**config.mk**
```make
export PLATFORM = sky130hd
export DESIGN_NAME = serial_mag_comparator
export DESIGN_NICKNAME = d
export VERILOG_FILES = /design/src/rtl/serial_mag_comparator.sv
export SDC_FILE = /design/constraint.sdc
export NUM_CORES = 1
export LEC_CHECK = 0
export CORE_ASPECT_RATIO = 0.7
export CORE_MARGIN = 2
export CORE_UTILIZATION = 46
export DETAILED_ROUTE_END_ITERATION = 10
export PLACE_DENSITY = 0.81
export SLEW_MARGIN = 20
export SYNTH_ARGS = -nofsm -noshare
export SYNTH_HDL_FRONTEND = slang
export SYNTH_SLANG_ARGS = --single-unit
```
**constraint.sdc**
```tcl
create_clock -name clk -period 2.12 [get_ports clk]
set_input_delay 0.424 -clock clk [delete_from_list [all_inputs] [get_ports clk]]
set_output_delay 0.424 -clock clk [all_outputs]
set_load 0.1 [all_outputs]
```
**src/rtl/serial_mag_comparator.sv**
```systemverilog
// serial_mag_comparator
//   Bit-serial, MSB-first magnitude comparator for two WIDTH-bit operands,
//   unsigned or two's-complement per operation.
//
//   Ports:
//     clk          rising-edge clock
//     rst          asynchronous, active-high reset
//     start        request a comparison (sampled only while idle)
//     signed_mode  0 = unsigned, 1 = two's-complement (latched with start)
//     a, b         operands (latched with start)
//     busy         high while a comparison is in flight
//     done         one-cycle pulse; result outputs valid from this cycle on
//     a_lt_b       A < B  (registered, held until the next result)
//     a_gt_b       A > B
//     a_eq_b       A == B
//
//   Parameters:
//     WIDTH       operand width, >= 2
//     EARLY_EXIT  1 = finish at the first differing bit,
//                 0 = always scan all WIDTH bits (fixed latency)
module serial_mag_comparator #(
  parameter int WIDTH      = 8,
  parameter int EARLY_EXIT = 1
) (
  input  logic             clk,
  input  logic             rst,
  input  logic             start,
  input  logic             signed_mode,
  input  logic [WIDTH-1:0] a,
  input  logic [WIDTH-1:0] b,
  output logic             busy,
  output logic             done,
  output logic             a_lt_b,
  output logic             a_gt_b,
  output logic             a_eq_b
);

  localparam int IW = $clog2(WIDTH);
  localparam logic [IW-1:0] TOP_IDX = IW'(WIDTH - 1);

  typedef enum logic {
    IDLE,
    COMPARE
  } state_t;

  state_t           state_q, state_d;
  logic [WIDTH-1:0] a_q, a_d;
  logic [WIDTH-1:0] b_q, b_d;
  logic             sgn_q, sgn_d;
  logic [IW-1:0]    idx_q, idx_d;
  // First-difference record: found flag and its verdict (1 = A greater).
  logic             diff_found_q, diff_found_d;
  logic             diff_gt_q, diff_gt_d;
  logic             busy_q, busy_d;
  logic             done_q, done_d;
  logic             lt_q, lt_d;
  logic             gt_q, gt_d;
  logic             eq_q, eq_d;

  // Per-bit evaluation of the currently indexed bit pair.
  logic bit_a, bit_b, bit_differ, bit_gt;
  logic found_now, gt_now, finish;

  always_comb begin
    bit_a      = a_q[idx_q];
    bit_b      = b_q[idx_q];
    bit_differ = bit_a ^ bit_b;
    // On the sign bit of a signed operand a set bit means "more negative",
    // so the verdict inverts: A is greater exactly when B holds the 1.
    bit_gt     = (sgn_q && (idx_q == TOP_IDX)) ? bit_b : bit_a;

    // Only the first difference counts; later bits never override it.
    found_now  = diff_found_q | bit_differ;
    gt_now     = diff_found_q ? diff_gt_q : bit_gt;

    finish     = (idx_q == '0) || ((EARLY_EXIT != 0) && bit_differ);
  end

  always_comb begin
    state_d      = state_q;
    a_d          = a_q;
    b_d          = b_q;
    sgn_d        = sgn_q;
    idx_d        = idx_q;
    diff_found_d = diff_found_q;
    diff_gt_d    = diff_gt_q;
    busy_d       = busy_q;
    done_d       = 1'b0;
    lt_d         = lt_q;
    gt_d         = gt_q;
    eq_d         = eq_q;

    unique case (state_q)
      IDLE: begin
        if (start) begin
          a_d          = a;
          b_d          = b;
          sgn_d        = signed_mode;
          idx_d        = TOP_IDX;
          diff_found_d = 1'b0;
          diff_gt_d    = 1'b0;
          busy_d       = 1'b1;
          state_d      = COMPARE;
        end
      end

      COMPARE: begin
        if (finish) begin
          lt_d    = found_now & ~gt_now;
          gt_d    = found_now &  gt_now;
          eq_d    = ~found_now;
          done_d  = 1'b1;
          busy_d  = 1'b0;
          state_d = IDLE;
        end else begin
          idx_d        = idx_q - IW'(1);
          diff_found_d = found_now;
          diff_gt_d    = gt_now;
        end
      end

      default: begin
        state_d = IDLE;
        busy_d  = 1'b0;
      end
    endcase
  end

  always_ff @(posedge clk or posedge rst) begin
    if (rst) begin
      state_q      <= IDLE;
      a_q          <= '0;
      b_q          <= '0;
      sgn_q        <= 1'b0;
      idx_q        <= '0;
      diff_found_q <= 1'b0;
      diff_gt_q    <= 1'b0;
      busy_q       <= 1'b0;
      done_q       <= 1'b0;
      lt_q         <= 1'b0;
      gt_q         <= 1'b0;
      eq_q         <= 1'b0;
    end else begin
      state_q      <= state_d;
      a_q          <= a_d;
      b_q          <= b_d;
      sgn_q        <= sgn_d;
      idx_q        <= idx_d;
      diff_found_q <= diff_found_d;
      diff_gt_q    <= diff_gt_d;
      busy_q       <= busy_d;
      done_q       <= done_d;
      lt_q         <= lt_d;
      gt_q         <= gt_d;
      eq_q         <= eq_d;
    end
  end

  assign busy   = busy_q;
  assign done   = done_q;
  assign a_lt_b = lt_q;
  assign a_gt_b = gt_q;
  assign a_eq_b = eq_q;

endmodule

```
==> run_results.csv <==
group,metric,value,unit
worst_setup_path,slowest_stage,"mux4_2",
place,place_congestion,0.763,
sta,rsz0062_at_grt,"false",
yosys,synth_top_family_by_area,"multiplexers",
worst_setup_path,arrival,2.22,ns
die,die_y,49.7,um
finish,final_cells,164,
cts,insertion_delay,0.27,ns
worst_setup_path,startpoint_type,"flop",
finish,fin_util,61.3,%
global_routing,grt_pass1_wl,4.44,mm
sta,slew_viol_final,0,
sta,skew,0.00570,ns
yosys,synthAdderAreaFrac,2.73,%
power,power_density,1670,nW/um2
global_routing,grt_max_degree,29,
place,post-place-ws,0.0198,ns
finish,area_growth,26.0,%
worst_setup_path,critPathMaxStageDelay,0.55,ns
yosys,ys_seq_area_share,51.0,%
yosys,synth_top_area_share,51.0,%
global_routing,grt_usage,16.6,%
cts,tritoncts,"yes",
sta,worst-slew-pin-transition,0.363,ns
yosys,netlist_instances,99,
yosys,yosys_warnings,0,
global_routing,overflow,0,
drt,wl_per_cell,15.9,um
power,leakage,0.752,nW
drt,routed_wirelength,2.60,mm
yosys,yosys-top-cells-area,"dfrtp_1, mux2_2, mux4_2, mux4_1, mux2_1",
sta,setup_viol,0,
power,finalPower,2.89,mW
sta,hold_viol,0,
drt,first_pass_iters,4,
place,place_area,1660,um2
place,io_buffers,24,
global_routing,grt_pass1_vias,940,
cts,cts_buffer_depth,2,
finish,reg_top3,"a_q x8, b_q x8, idx_q x3",
finish,nets,152,
die,fp.coreArea,2820,um2
drt,drc_errors,0,
die,die_area,3440,um2
sta,slew_headroom,75.8,%
sta,finalWorstSetupSlack,0.0951,ns
cts,clockRootBuffer,"clkbuf_8",
min_path,hold_class,"flop to flop",
yosys,synth_compound_area_share,7.02,%
drt,route.vias.total,878,
drt,drt_iter0_drc,57,
finish,finalInstanceArea,1730,um2
cts,cts_made_buffers,3,
power,vdd_ir_drop_max,0.800,mV
yosys,synth_simple_gate_area_share,7.75,%
yosys,syn_avg_cell_area,13.9,um2
worst_setup_path,critPathMaxFanout,9,
yosys,yosys.area.top_type,"dfrtp_1",
sta,hold_ws,0.487,ns
sta,fmax,0.494,GHz
finish,antenna_cells,0,
die,io-pin-count,25,
die,num_rows,16,
yosys,synth-xor-area-share,2.01,%
status,status,"finished clean",
worst_setup_path,required,2.31,ns
finish,drive_gt1_share,30.5,%
drt,viasPerCell,5.35,
die,start_util,48.6,%
drt,ant_nets,0,
sta,setup_tns,0,ns
sta,layout_min_cycle_time,2.02,ns
yosys,synth_nets,122,
job,drv_cap,0,
cts,postCtsHoldBufs,0,
cts,cts_sinks,28,
worst_setup_path,critPathTopFamily,"multiplexers",
worst_setup_path,end_kind,"flop",
yosys,muxShareOfSynthArea,26.1,%
global_routing,antenna_found_initial,0,
cts,h-tree-depth,1,
worst_setup_path,cp_num_buf_inv,0,
place,dp_hpwl,1.84,mm
yosys,synth.distinct_cells,35,
worst_setup_path,path_cells,"mux4_2, mux2i_4, xor2_4, or2_2, o211ai_1",
die,die_w,69.3,um
yosys,synth_area,1370,um2
sta,finalCritPeriodShare,95.5,%
worst_setup_path,crit_type,"flop to flop",
cts,cts.clk_slew.worst_paths,0.09,ns
yosys,ys_ff_latch,28,
place,place_inst,159,
==> Yosys cell counts <==
cell type  instances
ha_1               3
dfrtp_1           28
nor2_1             5
o221ai_1           1
mux4_1             2
a21o_1             2
or4b_2             1
mux2i_4            1
o21ai_1            2
o21a_1             1
o21ai_2            1
buf_2              1
clkbuf_1           3
nor3_1             1
a221oi_1           1
mux2_2            13
a22o_1             1
nand3_1            1
mux4_2             3
or2_2              1
a21oi_1            1
nor3b_1            1
mux2i_1            1
nand2b_1           2
inv_1              5
xor2_4             1
nor4b_1            1
nand2_1            2
nor2b_1            3
buf_6              1
and2_1             1
mux2_1             4
mux2i_2            1
o2bb2ai_1          1
o211ai_1           2
==> path summary, 6_finish.rpt <==
path,depth (start not counted),end,startpoint,slack (ns)
min in group asynchronous,3,idx_q[2],rst,0.50
max in group asynchronous,3,a_q[3],rst,1.37
hold / removal,1,busy,busy,0.49
setup / recovery,5,diff_gt_q,idx_q[0],0.1
hold reg to reg,1,busy,busy,0.49
setup reg to reg,5,diff_gt_q,idx_q[0],0.1
==> placed cells by master, fill, tap and decap left out, types with 2 or more instances in the layout <==
cell,count
mux4_2,4
mux2i_4,2
clkdlybuf4s50_1,19
nand2b_1,2
ha_1,3
o211ai_1,2
mux2_1,4
nand2_1,2
mux2_2,13
a21o_1,2
nor2_1,5
inv_1,5
nor2b_1,3
clkbuf_8,4
dfrtp_1,28
o21ai_1,2
buf_4,11
==> timing repair <==
item,in CTS,in global routing
resized for setup,1,2
buffers inserted,0,1
endpoints found under the setup margin,1,3
pin swaps,0,1
==> power by group <==
| group | total [mW] | switching (mW) | internal (mW) | leakage (nW) |
|---|---|---|---|---|
| sequential | 0.965 | 0.185 | 0.780 | 0.330 |
| clock | 0.328 | 0.162 | 0.166 | 0.0288 |
| combinational | 1.59 | 0.859 | 0.736 | 0.393 |
| total | 2.89 | 1.21 | 1.68 | 0.752 |
==> layout make-up <==
type / instances / area [um2]
Multi-Input combinational cell: 61 / 637
Clock buffer: 4 / 55.1
Fill cell: 209 / 1090
Inverter: 5 / 18.8
Sequential cell: 28 / 701
Timing Repair Buffer: 30 / 273
Tap cell: 36 / 45.0
==> layer usage <==
metal,wire length (um),part of all wire [%],GRT usage (%),vias to the layer above
met2,1290,49,27.7,29
met3,120,4.6,4.09,8
met1,1140,44,21.5,430
met4,61,2.3,5.56,0
met5,0,0,0,-
li1,-,-,-,411
==> kinds of logic (layout without fill, tap and decap cells) <==
family | after synthesis | in the layout
AOI/OAI and AO/OA | 13 | 13
xor gates and xnor gates | 1 | 1
adders and majority gates | 3 | 3
buffers and inverters | 10 | 39
DFF | 28 | 28
muxes | 25 | 25
and+or+nand+nor | 19 | 19
(Power assumes the default switching activity.)
